==> src/rtl/round_ctrl_if.sv <==
// Spawn-block handshake between round_ctrl (master) and the ball spawn block (slave).
interface round_ctrl_if;
    logic       ibsEnable;
    logic [2:0] spawnColl;
    logic       ibsDone;

    modport master (output ibsEnable, output spawnColl, input ibsDone);
    modport slave  (input ibsEnable, input spawnColl, output ibsDone);
endinterface

==> src/rtl/round_ctrl.sv <==
// round_ctrl: game round sequencer (spawn, serve delay, play, scoring, game over).
// Optional ROUND_CTRL_PAUSE_EN adds a pause input that freezes serve countdown and play.
module round_ctrl #(
    parameter int unsigned WIN_SCORE   = 7,
    parameter int unsigned SERVE_DELAY = 60
) (
    input  logic         clock,
    input  logic         resetn,
    input  logic         gameStart,
    input  logic         frameTick,
    input  logic [2:0]   SEColl,
`ifdef ROUND_CTRL_PAUSE_EN
    input  logic         pause,
`endif
    round_ctrl_if.master spawn,
    output logic         ballRun,
    output logic [3:0]   scoreL,
    output logic [3:0]   scoreR,
    output logic [1:0]   winner,
    output logic         gameOver,
    output logic [2:0]   stateOut
);

    typedef enum logic [2:0] {
        StIdle      = 3'd0,
        StSpawn     = 3'd1,
        StServeWait = 3'd2,
        StPlay      = 3'd3,
        StScore     = 3'd4,
        StOver      = 3'd5
    } state_t;

    localparam logic [2:0] EdgeLeft   = 3'b100;
    localparam logic [2:0] EdgeRight  = 3'b010;
    localparam logic [8:0] ServeDelay = 9'(SERVE_DELAY);
    localparam logic [3:0] WinScore   = 4'(WIN_SCORE);

    state_t     state_q, state_d;
    logic       start_dly_q, start_armed_q;
    logic [7:0] serve_cnt_q, serve_cnt_d;
    logic [3:0] score_l_q, score_l_d, score_r_q, score_r_d;
    logic [2:0] coll_q, coll_d;
    logic [1:0] winner_q, winner_d;
    logic       start_edge, paused;
    logic [8:0] cnt_inc;
    logic [3:0] score_l_inc, score_r_inc;

    // Armed only after gameStart is seen low, so a level held through reset never starts a game.
    assign start_edge  = gameStart & ~start_dly_q & start_armed_q;
    assign cnt_inc     = {1'b0, serve_cnt_q} + 9'd1;
    assign score_l_inc = (score_l_q == 4'hF) ? 4'hF : score_l_q + 4'd1;
    assign score_r_inc = (score_r_q == 4'hF) ? 4'hF : score_r_q + 4'd1;

`ifdef ROUND_CTRL_PAUSE_EN
    logic pause_dly_q, paused_q, paused_d;

    always_comb begin
        paused_d = paused_q;
        if ((state_q == StServeWait || state_q == StPlay) && pause && !pause_dly_q) begin
            paused_d = ~paused_q;
        end
        if (state_d != StServeWait && state_d != StPlay) begin
            paused_d = 1'b0;
        end
    end

    always_ff @(posedge clock or negedge resetn) begin
        if (!resetn) begin
            pause_dly_q <= 1'b0;
            paused_q    <= 1'b0;
        end else begin
            pause_dly_q <= pause;
            paused_q    <= paused_d;
        end
    end

    assign paused = paused_q;
`else
    assign paused = 1'b0;
`endif

    always_ff @(posedge clock or negedge resetn) begin
        if (!resetn) begin
            state_q       <= StIdle;
            start_dly_q   <= 1'b0;
            start_armed_q <= 1'b0;
            serve_cnt_q   <= 8'd0;
            score_l_q     <= 4'd0;
            score_r_q     <= 4'd0;
            coll_q        <= 3'b000;
            winner_q      <= 2'b00;
        end else begin
            state_q       <= state_d;
            start_dly_q   <= gameStart;
            start_armed_q <= start_armed_q | ~gameStart;
            serve_cnt_q   <= serve_cnt_d;
            score_l_q     <= score_l_d;
            score_r_q     <= score_r_d;
            coll_q        <= coll_d;
            winner_q      <= winner_d;
        end
    end

    always_comb begin
        state_d     = state_q;
        serve_cnt_d = 8'd0;
        score_l_d   = score_l_q;
        score_r_d   = score_r_q;
        coll_d      = coll_q;
        winner_d    = winner_q;
        case (state_q)
            StIdle, StOver: begin
                if (start_edge) begin
                    state_d   = StSpawn;
                    score_l_d = 4'd0;
                    score_r_d = 4'd0;
                    coll_d    = 3'b000;
                    winner_d  = 2'b00;
                end
            end
            StSpawn: begin
                if (spawn.ibsDone) state_d = StServeWait;
            end
            StServeWait: begin
                serve_cnt_d = serve_cnt_q;
                if (!paused) begin
                    if (ServeDelay == 9'd0) begin
                        state_d = StPlay;
                    end else if (frameTick) begin
                        if (cnt_inc == ServeDelay) state_d = StPlay;
                        else serve_cnt_d = cnt_inc[7:0];
                    end
                end
            end
            StPlay: begin
                if (!paused && (SEColl == EdgeLeft || SEColl == EdgeRight)) begin
                    coll_d  = SEColl;
                    state_d = StScore;
                end
            end
            StScore: begin
                // Ball reaching the right edge is a point for the left player.
                if (coll_q == EdgeRight) begin
                    score_l_d = score_l_inc;
                    if (score_l_inc == WinScore) begin
                        state_d  = StOver;
                        winner_d = 2'b01;
                    end else begin
                        state_d = StSpawn;
                    end
                end else begin
                    score_r_d = score_r_inc;
                    if (score_r_inc == WinScore) begin
                        state_d  = StOver;
                        winner_d = 2'b10;
                    end else begin
                        state_d = StSpawn;
                    end
                end
            end
            default: state_d = StIdle;
        endcase
    end

    always_comb begin
        spawn.ibsEnable = (state_q == StSpawn);
        ballRun         = (state_q == StPlay) && !paused;
        gameOver        = (state_q == StOver);
        stateOut        = state_q;
    end

    assign spawn.spawnColl = coll_q;
    assign scoreL          = score_l_q;
    assign scoreR          = score_r_q;
    assign winner          = winner_q;

endmodule

==> src/flat_wrapper.sv <==
// flat-port wrapper written by rule: the top's interface ports become plain ports
module round_ctrl_flat 
#(
    parameter int unsigned WIN_SCORE   = 7,
    parameter int unsigned SERVE_DELAY = 60
)
  (clock, resetn, gameStart, frameTick, SEColl, ballRun, scoreL, scoreR, winner, gameOver, stateOut, spawn_ibsEnable, spawn_spawnColl, spawn_ibsDone);
  round_ctrl_if spawn_i ();
  input  logic clock;
  input  logic resetn;
  input  logic gameStart;
  input  logic frameTick;
  input  logic [2:0] SEColl;
  output logic ballRun;
  output logic [3:0] scoreL;
  output logic [3:0] scoreR;
  output logic [1:0] winner;
  output logic gameOver;
  output logic [2:0] stateOut;
  output wire logic [$bits(spawn_i.ibsEnable)-1:0] spawn_ibsEnable;
  output wire logic [$bits(spawn_i.spawnColl)-1:0] spawn_spawnColl;
  input wire logic [$bits(spawn_i.ibsDone)-1:0] spawn_ibsDone;
  assign spawn_ibsEnable = spawn_i.ibsEnable;
  assign spawn_spawnColl = spawn_i.spawnColl;
  assign spawn_i.ibsDone = spawn_ibsDone;
  round_ctrl #(.WIN_SCORE(WIN_SCORE), .SERVE_DELAY(SERVE_DELAY)) u_core (.clock(clock), .resetn(resetn), .gameStart(gameStart), .frameTick(frameTick), .SEColl(SEColl), .spawn(spawn_i), .ballRun(ballRun), .scoreL(scoreL), .scoreR(scoreR), .winner(winner), .gameOver(gameOver), .stateOut(stateOut));
endmodule
==> config.mk <==
export PLATFORM = sky130hd
export DESIGN_NAME = round_ctrl_flat
export DESIGN_NICKNAME = d
export VERILOG_FILES = /design/src/rtl/round_ctrl_if.sv /design/src/rtl/round_ctrl.sv /design/src/flat_wrapper.sv
export SDC_FILE = /design/constraint.sdc
export NUM_CORES = 1
export LEC_CHECK = 0
export ABC_AREA = 0
export ABC_CLOCK_PERIOD_IN_PS = 1700
export BUFFER_PORTS_ARGS = -buffer_cell sky130_fd_sc_hd__buf_2
export CAP_MARGIN = 20
export CORE_MARGIN = 3
export CORE_UTILIZATION = 45
export DETAILED_ROUTE_END_ITERATION = 7
export PLACE_DENSITY = 0.69
export SETUP_SLACK_MARGIN = 0.2
export SYNTH_ARGS = -nofsm -noshare
export SYNTH_HDL_FRONTEND = slang
export SYNTH_SLANG_ARGS = --single-unit
==> constraint.sdc <==
create_clock -name clock -period 1.7 [get_ports clock]
set_clock_uncertainty 0.05 [all_clocks]
set_input_delay 0.34 -clock clock [delete_from_list [all_inputs] [get_ports clock]]
set_output_delay 0.34 -clock clock [all_outputs]
set_load 0.05 [all_outputs]
* After elaboration in Yosys (flattened, before gate mapping)
Index checks and enable logic that the tools add are counted.
Word-level totals: ROM bits 0, input port bits 8, logic and storage cells 77, register bits after elaboration 26, memory bits (writable) 0, memories 0, output and inout bits 19, bits in latches 0
Cells by class: bitwise gates (word level) 5, divide/modulo/power cells 0, shift operators 0, muxes and demuxes 27, $add $sub $neg 3, reductions and logical operators 11, multiply operators 0, order comparisons 0, equal/unequal tests 23
Operator list (number):
- 3-bit 2-to-1 mux | 10
- 8-bit 2-to-1 mux | 3
- 4-bit 2-to-1 mux | 5
- 4-bit case mux with 2 select lines | 2
- 3-bit case mux with 5 select lines | 1
- 3-bit by 2-bit equality test with 1-bit output, second input constant | 4
- 2-bit by 1-bit inequality test with 1-bit output, second input constant | 5
- 8-bit by 1-bit adder with 9-bit output, second input constant | 1
- 3-bit equality test, second input constant | 3
- 9-bit by 6-bit equality test with 1-bit output, second input constant | 1
- 3-bit AND reduction | 3
- 4-bit by 1-bit adder with 4-bit output, second input constant | 2
- 4-bit by 3-bit equality test with 1-bit output, second input constant | 2
- 4-bit equality test, second input constant | 2
- 2-bit 2-to-1 mux | 4
- 2-bit inequality test, second input constant | 3
- 3-bit case mux with 2 select lines | 1
- 5-bit AND reduction | 1
- 2-bit case mux with 2 select lines | 1
- 4-bit AND reduction | 1
- 2-bit nonzero test | 2
- 3-bit by 1-bit equality test with 1-bit output, second input constant | 1
- 3-bit zero test | 1
- 3-bit by 1-bit inequality test with 1-bit output, second input constant | 1
- other kinds (7) | 9

* Depth between registers and ports, before layout
Gate-level depths: netlist of the first run.
depth after elaboration 6, gate-level depth with buffers 5, depth with buffers taken out 5

* Worst setup path after synthesis of the first run
Ideal clock, no wire load.
path type reg2out, from register u_core.state_q[1] (netlist: u_core.stateOut[1]), to output port gameOver, cell stages (with the launch flop) 4, path buffers 2, required time 1.310 ns, path slack -0.831 ns, arrival 2.141 ns, cell sequence dfrtp_1 -> buf_2 -> clkbuf_1 -> nor3_1
On the way: longest elaborated chain between the ends 1
RTL lines:
- from (decl) | RTL line round_ctrl.sv:38 | state_t state_q, state_d;
- from (signal assigned) | RTL line round_ctrl.sv:84 | state_q <= StIdle;
- from (signal assigned) | RTL line round_ctrl.sv:93 | state_q <= state_d;
- 3-bit equality test | RTL line round_ctrl.sv:168 | gameOver = (state_q == StOver);
- to (decl) | RTL line flat_wrapper.sv:18 | output logic gameOver;
No other way between the ends.

* Final worst setup path of the first run
from register u_core.state_q[0] (netlist: u_core.stateOut[0]), to register u_core.state_q[0] (netlist: u_core.stateOut[0])
On the way: longest elaborated chain between the ends 4, elaborated cells on any way between the ends 14, classes of those cells eq/ne: 10; mux: 1; reduce/logical: 3
RTL lines:
- 3-bit equality test / 3-bit zero test (equally long branches) | RTL line round_ctrl.sv:111 | case (state_q)
- 2-bit OR reduction | RTL line round_ctrl.sv:111
- 2-bit by 1-bit inequality test with 1-bit output (no line)
- 5-bit AND reduction (no line)
Parallel ways exist; a longest one is shown, timed or not. A chain may end at the register's enable or synchronous reset.

==> metrics.txt, run 1 <==
outcome=finished, violations left; failing checks=setup timing; number of fill cells=238; IO Count=27; Synth-to-Final Area Change=50.3%; Synth Cell Area=1530 sq um; final hold vios=0; drt first pass iters=4; DRT met1 WL=1670 microns; most common cell after layout, fill and taps aside=buf_4; CTS sink cnt=26; Iteration-0 DRC Markers=81; vias per cell=5.63; Setup crit start kind=register; H-tree Lvls=1; post-synthesis sequential area ratio=42.6%; grt ovf=0; Slew headroom=61.1%; post-route setup TNS=-73.9 ps; top cell type's share of synthesized area=42.6%; Syn Nets=170; Req. time, crit path=1860 ps; CTS max path bufs=2; Pwr Density=1590 nW/um^2; fmax=571 MHz; commonest cells after routing, fill and taps aside=buf_4, buf_6, dfrtp_2; Tcrit/Tclk final=103%; first-pass GRT wire length=6420 microns; routability congestion estimate from global placement=0.862; Residual DRC=0; CTS tree=built; fraction of final layout cells with drive strength greater than 1=52.5%; Syn. warnings=0; total track usage=19.5%; average size of a mapped cell=9.62 sq um; CP Class=reg -> reg; reg2reg path depth=6; Port Buffer Count=26; Setup WS pre-CTS=50.7 ps; Worst-Margin Slew=583 ps; Die Wd=64.3 microns; Post-synth EDFFs=0; CTS Root Cell=clkbuf_4; Slew Viols, Final=0; wire per inst=15.5 microns; multi-input logic area=957 sq um; Worst EP arrival=1910 ps; TritonCTS buffer count=3; Tmin final=1750 ps; diode count=0; Worst Hold Class=in -> reg; leakage=0.000999 uW; ys async rst share=100%; worst-path fanout max=7; top cells by area, synth=dfrtp_1, o21ai_0, xor2_1; Final HPWL DP=2440 microns; Routed Wire Length=4140 microns; DR WL met2=2240 microns; core footprint=3150 sq um; site row count=20; later-pin clock latency in the skew report=330 ps; post-synthesis cell type count=44; #FFs+latches synth=26; Routed Antenna Nets=0; Syn Inst Count=159; Hold Crit Depth=1; Die H=64.3 microns; element type at the critical path end=register; number of global-route vias before repair=1,449; Reg clk slew, reported paths=130 ps; die area=4130 sq um; Synth area leader=dfrtp_1; largest net degree at the start of global routing=27; initial antenna violation count=0; Initial Util=48.5%; met3 wire len=133 microns; routed vias=1,502; unrepaired setup endpoints after global routing=true; worst setup margin=-51.8 ps; sequential cell area=668 sq um; final setup fails=3; maxcap violations=0; Top Layer Used=met4; Worst VDD drop=1.42 mV; Synth Flop Type=dfrtp_1; Nets=235
[final timing paths]
kind | startpoint | to | slack (ps)
worst max-delay path | u_core.stateOut[0] | u_core.stateOut[0] | -50
min in group asynchronous | resetn | u_core.scoreR[0] | 470
worst max register to register | u_core.stateOut[0] | u_core.stateOut[0] | -50
worst min-delay path | gameStart | u_core.start_dly_q | 90
worst min register to register | u_core.start_armed_q | u_core.start_armed_q | 430
max in group asynchronous | resetn | u_core.stateOut[0] | 710
[cell type report]
type	instances	area share [%]
Tap cell	44	2.40
Multi-Input combinational cell	123	41.6
Timing Repair Buffer	66	23.8
Clock buffer	3	0.980
Clock inverter	1	1.31
Sequential cell	26	29.1
Inverter	4	0.762
[cell families (layout without fill, tap and decap cells)]
| kind of cell | after synthesis | count (layout) | synth area share, % |
|---|---|---|---|
| adders and majority gates | 4 | 4 | 3.11 |
| muxes | 2 | 2 | 1.64 |
| AOI/OAI and AO/OA | 42 | 42 | 18.4 |
| xor gates and xnor gates | 9 | 9 | 5.16 |
| and+or+nand+nor | 66 | 66 | 25.6 |
| buffers and inverters | 10 | 74 | 3.52 |
| DFF | 26 | 26 | 42.6 |
[timing repair]
item / CTS / global route
endpoints found under the setup margin: 23 / 32
resized for setup: 23 / 38
buffers inserted: 12 / 13
hold buffers: 1 / 0
pin swaps: 12 / 10
hold endpoints to repair: 26 / 0
[flip-flops by register name, indices dropped and copies added, names as in the netlist]
name and cells:
u_core.winner 2, u_core.stateOut 3, u_core.scoreL 4, u_core.start_armed_q 1, u_core.start_dly_q 1, u_core.serve_cnt_q 8
u_core.scoreR 4, u_core.spawn.spawnColl 3
[worst max-delay path, stage by stage, from the launching register on]
cell	delay, ps
dfrtp_2	500
buf_6	150
or3b_4	230
a21oi_4	60
buf_4	120
nor4_1	420
o2bb2ai_1	110
[report_power, final]
group	switching [uW]	total, uW	leakage [uW]	internal, uW
Sequential	160	894	0.000327	734
Clock	186	424	0.0000279	239
Combinational	1280	2330	0.000644	1050
[stage by stage]
stage / hold slack [ps] / total power [uW] / area [sq um] / std cells / utilization [%]
detailed placement: 321 / 2550 / 1850 / 237 / 58.6
finish: 89.0 / 3650 / 2300 / 267 / 72.9
global placement: 317 / 2510 / 1850 / 237 / 58.6
CTS: 69.7 / 3240 / 2070 / 254 / 65.8
floorplan: -5.59 / 2120 / 1600 / 159 / -
global route: 61.0 / 3840 / 2300 / 267 / 72.9
[cells in the mapped netlist, types with 2 or more instances]
cell type,n
nand2b_1,4
nor3_1,2
nor3_2,2
nand2_1,12
or3_1,4
buf_6,2
or3b_1,2
xnor2_1,3
nand4_1,4
nand3_1,6
nand3b_1,3
a31oi_1,8
inv_1,3
o211ai_1,3
nor2b_1,3
dfrtp_1,26
ha_1,3
xor2_1,6
clkbuf_1,3
o21ai_0,11
a41oi_1,2
a21o_1,2
a21oi_1,7
nor2_1,12
o2bb2ai_1,5
and2_1,3
[routing by layer]
layer  track usage [%]  vias to the layer above
met3              4.22                       10
met1              22.1                      748
met4              5.80                        0
met2              36.1                       32
li1                  -                      712
met5                 0                        -
Note: power is estimated with default switching activity, not from simulation.
==> run 2: changes to the inputs <==
--- a/config.mk
+++ b/config.mk
@@ -10,9 +10,8 @@
 export BUFFER_PORTS_ARGS = -buffer_cell sky130_fd_sc_hd__buf_2
 export CAP_MARGIN = 20
 export CORE_MARGIN = 3
-export CORE_UTILIZATION = 45
+export CORE_UTILIZATION = 35
 export DETAILED_ROUTE_END_ITERATION = 7
-export PLACE_DENSITY = 0.69
 export SETUP_SLACK_MARGIN = 0.2
 export SYNTH_ARGS = -nofsm -noshare
 export SYNTH_HDL_FRONTEND = slang
==> run 2 against run 1 <==
Compared with the run above: the run now ends clean; combinational power about the same; design area is 1.1% lower; sequential power fell by 4.5%; hold slack got worse by 83 ps; global-route usage down 3.6 points.
==> metrics.txt, run 2 (same netlist as run 1, synthesis figures left out) <==
Worst-Margin Slew=598 ps; later-pin clock latency in the skew report=280 ps; CP Class=reg -> reg; routed vias=1,435; Worst Hold Class=in -> async; Nets=229; number of fill cells=361; Final HPWL DP=2600 microns; CTS max path bufs=2; CTS Root Cell=clkbuf_8; number of global-route vias before repair=1,438; Finished Layout Cells=267; CTS sink cnt=26; Setup crit start kind=register; initial antenna violation count=0; die area=5200 sq um; Worst EP arrival=1760 ps; fmax=603 MHz; unrepaired setup endpoints after global routing=true; Slew headroom=60.1%; most common cell after layout, fill and taps aside=buf_4; commonest cells after routing, fill and taps aside=buf_4, buf_2, dfrtp_2, dfrtp_1, buf_6; CTS tree=built; outcome=completed; Setup WS pre-CTS=70.2 ps; Residual DRC=0; Tcrit/Tclk final=97.6%; TritonCTS buffer count=3; Reg clk slew, reported paths=100 ps; Routed Antenna Nets=0; Die Wd=72.1 microns; routability congestion estimate from global placement=0.854; Synth-to-Final Area Change=48.6%; total track usage=15.9%; IO Count=27; Initial Util=37.2%; post-placement cell count=242; Die H=72.1 microns; first-pass GRT wire length=6620 microns; worst setup margin=41.6 ps; worst-path fanout max=6; Tmin final=1660 ps; Top reg by flops=u_core.serve_cnt_q; maxcap violations=0; final hold vios=0; site row count=23; Pwr Density=1550 nW/um^2; Area after DPL=1850 sq um; H-tree Lvls=1; largest net degree at the start of global routing=27; Iteration-0 DRC Markers=58; wire per inst=14.7 microns; core footprint=4120 sq um; Largest register FFs=8; final setup fails=0; fraction of final layout cells with drive strength greater than 1=56.7%; Routed Wire Length=3940 microns; Final Util=55.2%; element type at the critical path end=register; Req. time, crit path=1810 ps; post-route setup TNS=0 ps; Slew Viols, Final=0; drt first pass iters=4; vias per cell=5.37; Worst VDD drop=0.875 mV; Port Buffer Count=26; diode count=0; leakage=0.000962 uW; grt ovf=0; # hold bufs at CTS=0; design area=2270 sq um
## run 2: cell types whose count changed in the layout (fill, tap and decap cells not counted), sizes merged
| cell | previous run | this run |
|---|---|---|
| buf | 62 | 59 |
| bufinv | 1 | 0 |
| clkbuf | 6 | 5 |
| dlygate4sd3 | 1 | 0 |
## run 2: worst paths after layout
check / slack, ps / endpoint / cells after the start / from
worst max-delay path: 40 / u_core.stateOut[1] / 5 / u_core.stateOut[0]
worst min-delay path: 6 / u_core.spawn.spawnColl[2] / 1 / resetn
worst max register to register: 40 / u_core.stateOut[1] / 5 / u_core.stateOut[0]
worst min register to register: 420 / u_core.start_armed_q / 1 / u_core.start_armed_q
max in group asynchronous: 1150 / u_core.stateOut[1] / 1 / resetn
min in group clock: 160 / u_core.start_dly_q / 1 / gameStart
## run 2: layer usage
metal	part of all wire [%]	vias to the layer above	track usage [%]
li1	-	701	-
met1	44	712	18.8
met2	52	18	27.8
met3	3.3	4	3.74
met4	0.81	0	5.64
met5	0	-	0
## run 2: timing repair
| action | CTS | global route |
|---|---|---|
| setup buffers | 13 | 8 |
| hold endpoints to repair | 0 | 0 |
| endpoints found under the setup margin | 19 | 24 |
| pin swaps | 18 | 24 |
| gates resized for setup | 25 | 33 |
## run 2: cell type report
class,count,area [sq um],area share (%)
multi-input cells,123,1030,45.2
flip-flops and latches,26,667,29.4
clock buffers,4,45.0,1.98
repair buffers,60,453,19.9
well taps,50,62.6,2.75
inverters,4,17.5,0.771
## run 2: power by group
group / total [uW] / internal (uW) / switching (uW)
registers: 854 / 734 / 120
clock network: 364 / 168 / 196
logic: 2310 / 1020 / 1280
## run 2: worst max-delay path, cell delays in order (launching register included)
cell,delay [ps]
dfrtp_2,450
buf_6,130
or3b_1,360
a21oi_2,180
nor3_2,80
mux2_4,300
## run 2: stage by stage
step                      hold WS, ps  power (uW)
final                            6.02        3530
after global routing             39.7        3750
after CTS                        32.5        3290
after detailed placement          340        2550
after global placement            324        2510
after floorplan                 -5.59        2120
